--- src/rtl/riscv_pkg.sv ---
// rtl/riscv_pkg.sv - shared RV32I constants and the retirement trace record
// Purpose: XLEN, the canonical NOP and flushed-PC markers, and retire_rec_t,
//          the record captured per retired instruction.
// Ports: none (package).
package riscv_pkg;

  localparam int XLEN = 32;

  // addi x0, x0, 0
  localparam logic [XLEN-1:0] RV_NOP     = 32'h0000_0013;
  // PC value the core drives on a flushed (bubble) retire slot
  localparam logic [XLEN-1:0] PC_FLUSHED = 32'hFFFF_FFFF;

  typedef struct packed {
    logic [31:0]     seq;
    logic [XLEN-1:0] pc;
    logic [XLEN-1:0] instr;
    logic [4:0]      rd;
    logic [XLEN-1:0] rd_data;
    logic [XLEN-1:0] mem_addr;
    logic [XLEN-1:0] mem_data;
    logic            mem_wrt;
  } retire_rec_t;

endpackage

--- src/rtl/trace_fifo.sv ---
// rtl/trace_fifo.sv - generic synchronous FIFO with occupancy output
// Purpose: DEPTH-entry FIFO of elem_t; pointers carry one extra wrap bit.
// Ports:
//   clk_i, rst_i     clock, synchronous active-high reset (pointers only)
//   push_i, data_i   write request and data; accepted when not full, or
//                    when full and a pop happens in the same cycle
//   pop_i            read request; ignored while empty
//   data_o           head entry (don't-care while empty)
//   full_o, empty_o  status, derived only from the pointers
//   level_o          occupancy, 0..DEPTH
module trace_fifo #(
  parameter int  DEPTH  = 16,
  parameter type elem_t = logic [7:0]
) (
  input  logic                   clk_i,
  input  logic                   rst_i,
  input  logic                   push_i,
  input  elem_t                  data_i,
  input  logic                   pop_i,
  output elem_t                  data_o,
  output logic                   full_o,
  output logic                   empty_o,
  output logic [$clog2(DEPTH):0] level_o
);

  localparam int AW = $clog2(DEPTH);

  logic [AW:0] wr_ptr_q, wr_ptr_d;
  logic [AW:0] rd_ptr_q, rd_ptr_d;
  elem_t       mem_q [DEPTH];
  logic        do_push, do_pop;

  assign empty_o = (wr_ptr_q == rd_ptr_q);
  // Same slot index, opposite lap: the writer is one full lap ahead.
  assign full_o  = (wr_ptr_q[AW] != rd_ptr_q[AW]) &&
                   (wr_ptr_q[AW-1:0] == rd_ptr_q[AW-1:0]);
  assign level_o = wr_ptr_q - rd_ptr_q;
  assign data_o  = mem_q[rd_ptr_q[AW-1:0]];

  always_comb begin
    do_pop   = pop_i & ~empty_o;
    // A pop in the same cycle frees the head slot, so a full FIFO can still accept.
    do_push  = push_i & (~full_o | do_pop);
    wr_ptr_d = wr_ptr_q + {{AW{1'b0}}, do_push};
    rd_ptr_d = rd_ptr_q + {{AW{1'b0}}, do_pop};
  end

  always_ff @(posedge clk_i) begin
    if (rst_i) begin
      wr_ptr_q <= '0;
      rd_ptr_q <= '0;
    end else begin
      wr_ptr_q <= wr_ptr_d;
      rd_ptr_q <= rd_ptr_d;
    end
  end

  // Storage is deliberately not reset; the pointers define what is valid.
  always_ff @(posedge clk_i) begin
    if (do_push) begin
      mem_q[wr_ptr_q[AW-1:0]] <= data_i;
    end
  end

endmodule

--- src/rtl/retire_trace_buffer.sv ---
// rtl/retire_trace_buffer.sv - retire-port trace capture FIFO with drop statistics
// Purpose: forms one retire_rec_t per retire strobe, tags it with a 32-bit
//          sequence number, buffers it and drains it over valid/ready.
//          Records arriving while full are dropped and counted, never stalling
//          the core.
// Optional feature: define TRACE_BUBBLE_FILTER_EN to discard flushed slots
//          (pc == PC_FLUSHED) and NOPs before capture (no seq, no drop).
// Ports:
//   clk_i, rst_i               clock, synchronous active-high reset
//   update_i                   retire strobe
//   pc_i, instr_i, reg_addr_i, reg_data_i, mem_addr_i, mem_data_i, mem_wrt_i
//                              retire port fields
//   out_valid_o, out_ready_i   head handshake; out_rec_o is the head record
//   level_o                    FIFO occupancy
//   drop_cnt_o, overflow_o     saturating drop count, sticky overflow flag
//   clr_stat_i                 clears drop_cnt_o and overflow_o
module retire_trace_buffer
  import riscv_pkg::*;
#(
  parameter int DEPTH  = 16,
  parameter int DROP_W = 16
) (
  input  logic                   clk_i,
  input  logic                   rst_i,
  input  logic                   update_i,
  input  logic [XLEN-1:0]        pc_i,
  input  logic [XLEN-1:0]        instr_i,
  input  logic [4:0]             reg_addr_i,
  input  logic [XLEN-1:0]        reg_data_i,
  input  logic [XLEN-1:0]        mem_addr_i,
  input  logic [XLEN-1:0]        mem_data_i,
  input  logic                   mem_wrt_i,
  output logic                   out_valid_o,
  input  logic                   out_ready_i,
  output retire_rec_t            out_rec_o,
  output logic [$clog2(DEPTH):0] level_o,
  output logic [DROP_W-1:0]      drop_cnt_o,
  output logic                   overflow_o,
  input  logic                   clr_stat_i
);

  logic [31:0]       seq_q, seq_d;
  logic [DROP_W-1:0] drop_cnt_q, drop_cnt_d;
  logic              overflow_q, overflow_d;

  logic        filtered, capture, pop, drop;
  logic        fifo_full, fifo_empty;
  retire_rec_t rec;

  assign out_valid_o = ~fifo_empty;
  assign drop_cnt_o  = drop_cnt_q;
  assign overflow_o  = overflow_q;

  always_comb begin
`ifdef TRACE_BUBBLE_FILTER_EN
    filtered = (pc_i == PC_FLUSHED) || (instr_i == RV_NOP);
`else
    filtered = 1'b0;
`endif
    capture = update_i & ~filtered;
    pop     = out_valid_o & out_ready_i;
    drop    = capture & fifo_full & ~pop;

    rec.seq      = seq_q;
    rec.pc       = pc_i;
    rec.instr    = instr_i;
    rec.rd       = reg_addr_i;
    rec.rd_data  = reg_data_i;
    rec.mem_addr = mem_addr_i;
    rec.mem_data = mem_data_i;
    rec.mem_wrt  = mem_wrt_i;

    // seq advances on dropped records too, so the consumer sees the gap.
    seq_d      = seq_q + {31'b0, capture};
    drop_cnt_d = drop_cnt_q;
    overflow_d = overflow_q;
    if (clr_stat_i) begin
      drop_cnt_d = '0;
      overflow_d = 1'b0;
    end else if (drop) begin
      if (drop_cnt_q != {DROP_W{1'b1}}) begin
        drop_cnt_d = drop_cnt_q + 1'b1;
      end
      overflow_d = 1'b1;
    end
  end

  always_ff @(posedge clk_i) begin
    if (rst_i) begin
      seq_q      <= '0;
      drop_cnt_q <= '0;
      overflow_q <= 1'b0;
    end else begin
      seq_q      <= seq_d;
      drop_cnt_q <= drop_cnt_d;
      overflow_q <= overflow_d;
    end
  end

  trace_fifo #(
    .DEPTH  (DEPTH),
    .elem_t (retire_rec_t)
  ) u_fifo (
    .clk_i   (clk_i),
    .rst_i   (rst_i),
    .push_i  (capture),
    .data_i  (rec),
    .pop_i   (out_ready_i),
    .data_o  (out_rec_o),
    .full_o  (fifo_full),
    .empty_o (fifo_empty),
    .level_o (level_o)
  );

endmodule

--- config.mk ---
export PLATFORM = sky130hd
export DESIGN_NAME = retire_trace_buffer
export DESIGN_NICKNAME = d
export VERILOG_FILES = /design/src/rtl/riscv_pkg.sv /design/src/rtl/trace_fifo.sv /design/src/rtl/retire_trace_buffer.sv
export SDC_FILE = /design/constraint.sdc
export NUM_CORES = 2
export LEC_CHECK = 0
export CORE_MARGIN = 3
export CORE_UTILIZATION = 41
export CTS_BUF_LIST = sky130_fd_sc_hd__clkbuf_4 sky130_fd_sc_hd__clkbuf_8
export CTS_CLUSTER_SIZE = 25
export DETAILED_ROUTE_END_ITERATION = 10
export PLACE_DENSITY = 0.58
export REMOVE_ABC_BUFFERS = 1
export SLEW_MARGIN = 0
export SYNTH_ARGS = -nofsm -noshare
export SYNTH_HDL_FRONTEND = slang
export SYNTH_SLANG_ARGS = --single-unit
--- constraint.sdc ---
create_clock -name clk_i -period 35.1 [get_ports clk_i]
set_input_delay 5.265 -clock clk_i [delete_from_list [all_inputs] [get_ports clk_i]]
set_output_delay 5.265 -clock clk_i [all_outputs]
set_load 0.01 [all_outputs]
Word-level counts from Yosys, hierarchy flattened
Memory sizes are Yosys's and may differ from the RTL's. A register that Yosys moved wholly into a read port is not among the register bits.
Index checks and enable logic that the tools add are counted.

word-level totals
  RAM bits = 3168
  memories = 1
  latch bits = 0
  input bits = 171
  output and inout bits = 221
  bits in registers = 59
  ROM bits = 0

memory list
  memory        depth  bits a word  read ports  clocked after Yosys merged registers in  write ports  line              text
  u_fifo.mem_q  16     198          1           1                                        1            trace_fifo.sv:30  elem_t mem_q [DEPTH];

operators by class
  multiplexer cells = 3
  reduce and logical (&&, ||, !) cells = 3
  $mul = 0
  shifts and indexed selects = 0
  $add $sub $neg = 5
  magnitude comparators = 0
  divide/modulo/power cells = 0
  equal/unequal tests = 4
  bitwise logic cells = 8

operators by type and width
  kind                     number
  $add A32 B1 Y32          1
  $add A16 B1 Y16 const B  1
  $ne A16 B16 Y1 const B   1
  $add A5 B1 Y5            2
  $eq A5 B5 Y1             1
  $sub A5 B5 Y5            1
  $and A1 B1 Y1            4
  $eq A4 B4 Y1             1
  $mux W4                  1
  $not A1 Y1               3
  $mux W1                  2
  $reduce_and A2 Y1        1
  $reduce_or A2 Y1         1
  $logic_and A1 B1 Y1      1
  $ne A1 B1 Y1             1
  $or A1 B1 Y1             1

Logic depth before layout (Yosys ltp)
  word-level depth = 7
  depth in mapped cells = 14
  gate-level depth less buffers = 10

Hierarchy
From an unflattened synthesis, not the netlist that was laid out.

unflattened totals
  cell total of the unflattened synthesis = 5629
  area, all modules = 123470.9 µm²

by module, submodules not included
  module               sequential area each (µm²)  area an instance (µm²)  times used  cells an instance
  trace_fifo           95331.4                     121043.6                1           5348
  retire_trace_buffer  980.9                       2427.3                  1           281

Worst setup path after synthesis
OpenSTA, ideal clock, no wires.

  path kind = input-to-reg
  start = in out_ready_i
  end = mem u_fifo.mem_q[3][0] (netlist bit), enable pin
  stages = 3
  library setup time = 998 ps
  data required time = 34102 ps
  data arrival time = 18939 ps
  slack = 15163 ps
  cell sequence = o21a_1 nand3_1 nor3_1

on the way
  longest elaborated chain between the ends = 5

ends and longest elaborated chain
  what                           line                       text
  start: declaration             retire_trace_buffer.sv:34  input logic out_ready_i,
  $and A1 B1 Y1                  trace_fifo.sv:41           do_pop = pop_i & ~empty_o;
  $or A1 B1 Y1                   trace_fifo.sv:43           do_push = push_i & (~full_o | do_pop);
  $and A1 B1 Y1                  trace_fifo.sv:43
  $mux W1                        trace_fifo.sv:60           if (do_push) begin
  $mux W1 (implied by the code)  trace_fifo.sv:61           mem_q[wr_ptr_q[AW-1:0]] <= data_i;
  end: declaration               trace_fifo.sv:30

Every way passes these cells.

==> impl_results.md <==
- RSZ-0062 raised after global routing: false
- Final period util: 0.397
- CP dominant cell by count: buf_4
- CTS sink count: 3227
- Critical path arrival: 8.68 ns
- Yosys Warn Count: 0
- CP Launch Type: register
- Die H: 552 µm
- Synth area leaders: edfxtp_1, mux4_2, nand2_1, dfxtp_1, and3_1
- Avg WL per Cell: 28.8 µm
- Fmax: 0.0717 GHz
- Synth cell types: 42
- Post-cts resize count: 0
- Leak pwr: 0.0438 µW
- Count leader, synth: edfxtp_1
- # H-tree levels: 6
- Post-Route WL: 297000 µm
- Slew Limit Fails: 0
- CP endpoint kind: output port
- Non-filler cells, final: 10300
- Power density over the cells: 60.5 nW/µm²
- Setup slack, reg-to-reg: 27.04 ns
- Final setup fails: 0
- Worst hold path cell count: 2
- Flops & latches, synth: 3227
- Slew @ Worst Pin: 1.24 ns
- DRC Markers: 0
- Final WS setup: 21.16 ns
- Clk root buf: clkbuf_8
- First-pass GRT wire length: 428000 µm
- CTS tree: built
- Mean post-synth cell area: 23.5 µm²
- Total track usage: 0.194
- Synthesized cell area: 122000 µm²
- Initial Util: 0.414
- CTS Buf Count: 542
- CTS clk-pin slew, worst paths: 0.06 ns
- Area of the die: 304000 µm²
- Core area: 295000 µm²
- RR Endpoint: u_fifo.mem_q[13][159]$_DFFE_PP_
- Chip width: 552 µm
- DR pass1 iterations: 8
- Placed inst area: 131000 µm²
- Area leader, netlist: edfxtp_1
- Total setup buffers inserted after CTS: 0
- Top cells by count, synth: edfxtp_1, mux4_2, nand2_1, clkbuf_1, and3_1
- Area grow syn2layout: 15.8%
- Comb power frac: 0.117
- # rows: 199
- Maximum clock path buffer count: 4
- MaxCap Viol Count: 0
- Finished layout cell area: 141000 µm²
- Share of the synthesized area in the top cell type: 0.780
- Asr flop ratio synth: 0
- Placer Congestion: 0.717
- Worst Hold End: overflow_o$_SDFFE_PP0P_
- Worst vdd ir: 0.0000366 V
- Sw Share: 0.234
- Post-Syn Instances: 5194
- Largest net degree at the start of global routing: 109
- Status: completed
- Dpl ws: 21.81 ns
- I/O Buffers: 391
- Nets: 6157
- Internal power: 6550 µW
- Hold Path Origin: overflow_o$_SDFFE_PP0P_
- DR vias: 57600
- Vias per cell: 5.59
- Routed Antenna Nets: 0
- Top_reg_cell synth: edfxtp_1
- Reg2reg path depth: 11
- Worst EP required: 29.83 ns
- Grt total ovfl: 0
- Vias in the first global route: 61200
- Clk_lat worst skew: 1.13 ns
- Min Tclk post-route: 13.94 ns
- Hold Buf Count CTS: 0
- Layout cell share with drive strength beyond 1: 0.295
- Slowest CP cell: buf_4
- Io pins: 392
- Crit Path Category: register to output port
- Clk pwr share: 0.381
- Crit-path max cell delay: 0.91 ns
- Final count of hold timing violations: 0
- Slew headroom: 0.168
- EDFF count, synth: 3168
- CP max FO: 48
- Initial DRC Count: 5316
- Sum Neg Setup Slack: 0 ns
- Initial antenna violation count: 37
- Worst min path class: register to register
- Post-synthesis sequential area ratio: 0.789
- Post-DP HPWL: 145000 µm
- R2R Path Start: u_fifo.rd_ptr_q[0]$_SDFF_PP0_
- Critical-path cell list: buf_4, buf_4, buf_4, buf_4, buf_4, buf_4, mux4_2, nand2_1, and3_1, a31oi_1, clkdlybuf4s50_1
- Cell total after placement: 9349
- Psw: 2000 µW
- Clock Skews: 0.0617 ns
- Sequential fraction of design power: 0.502
worst max path at each step:
stage / start / endpoint / slack [ns] / depth (start not counted)
global placement: u_fifo.rd_ptr_q[0]$_SDFF_PP0_ / out_rec_o[86] / 21.75 / 11
finish: u_fifo.rd_ptr_q[0]$_SDFF_PP0_ / out_rec_o[86] / 21.16 / 11
detailed placement: u_fifo.rd_ptr_q[0]$_SDFF_PP0_ / out_rec_o[86] / 21.81 / 11
global route: u_fifo.rd_ptr_q[0]$_SDFF_PP0_ / out_rec_o[86] / 20.05 / 11
floorplan: u_fifo.rd_ptr_q[0]$_SDFF_PP0_ / u_fifo.mem_q[3][0]$_DFFE_PP_ / -13.36 / 6
CTS: u_fifo.rd_ptr_q[0]$_SDFF_PP0_ / out_rec_o[86] / 20.52 / 11
sequential cells by signal, indices dropped and copies added (netlist names):
name,cells
u_fifo.rd_ptr_q,5
seq_q,32
u_fifo.wr_ptr_q,5
drop_cnt_o,16
overflow_o,1
u_fifo.mem_q,3168
kinds of logic (layout without fill, tap and decap cells):
family / count (synthesis) / count (layout) / synth area share
AOI/OAI and AO/OA: 98 / 98 / 0.00504
xor gates and xnor gates: 51 / 51 / 0.00366
adders and majority gates: 12 / 12 / 0.00129
buffers and inverters: 289 / 1461 / 0.0112
DFF: 3227 / 3227 / 0.789
muxes: 907 / 907 / 0.167
other: 0 / 21 / 0
and+or+nand+nor: 610 / 610 / 0.0225
worst max-delay path: cells and delay by family (launching register included):
| family | cells | cell delay (ns) |
|---|---|---|
| simple gates | 2 | 0.26 |
| flops | 1 | 0.75 |
| mux | 1 | 0.37 |
| buf+inv | 7 | 5.61 |
| compound gates | 1 | 0.36 |
layer usage:
metal,vias to the layer above,global-route usage,routed length (µm)
met2,1942,0.307,143000
met4,18,0.0483,6020
met3,435,0.0410,19800
met5,-,0,120
met1,31500,0.276,128000
li1,23700,-,-
area by class of cell:
cell class	count	area (µm²)
fillers	24100	154000
flip-flops and latches	3227	96300
multi-input cells	1678	24500
clock buffers	739	8990
repair buffers	508	4950
well taps	3919	4900
clock inverters	197	1540
inverters	17	81.3
diodes	21	52.6
stage by stage:
| stage | hold slack, ns | util | total power (µW) |
|---|---|---|---|
| 4_1_cts | 0.454 | 0.479 | 8670 |
| 3_3_place_gp | 0.441 | 0.443 | 5390 |
| 2_1_floorplan | 0.470 | - | 5860 |
| 6_report | 0.450 | 0.479 | 8550 |
| 3_5_place_dp | 0.446 | 0.443 | 5400 |
| 5_1_grt | 0.476 | 0.479 | 8900 |
placed cells by master, fill, tap and decap left out, drive strengths merged, types with 2 or more instances in the layout:
cell type	n
and4	4
and2	2
nand2	360
clkdlybuf4s50	390
nand2b	4
edfxtp	3168
nor4	8
dfxtp	59
and3	89
nor4b	2
ha	11
nand3	22
xnor2	26
diode	21
clkinvlp	4
nor2b	7
or2	5
a31oi	87
mux2i	2
nor2	68
xor2	25
inv	50
buf	118
clkbuf	739
mux4	904
nor3	16
a21oi	4
clkinv	149
bufinv	11
nand4	21
a21o	2
power groups by stage:
| stage | Clock (µW) | Combinational (µW) | Sequential, µW |
|---|---|---|---|
| floorplan | 0 | 1350 | 4510 |
| global placement | 0 | 1020 | 4370 |
| detailed placement | 0 | 1030 | 4370 |
| CTS | 3350 | 1030 | 4290 |
| global route | 3530 | 1080 | 4290 |
| finish | 3260 | 1000 | 4290 |
No activity file was read; power rests on OpenSTA's default activity.
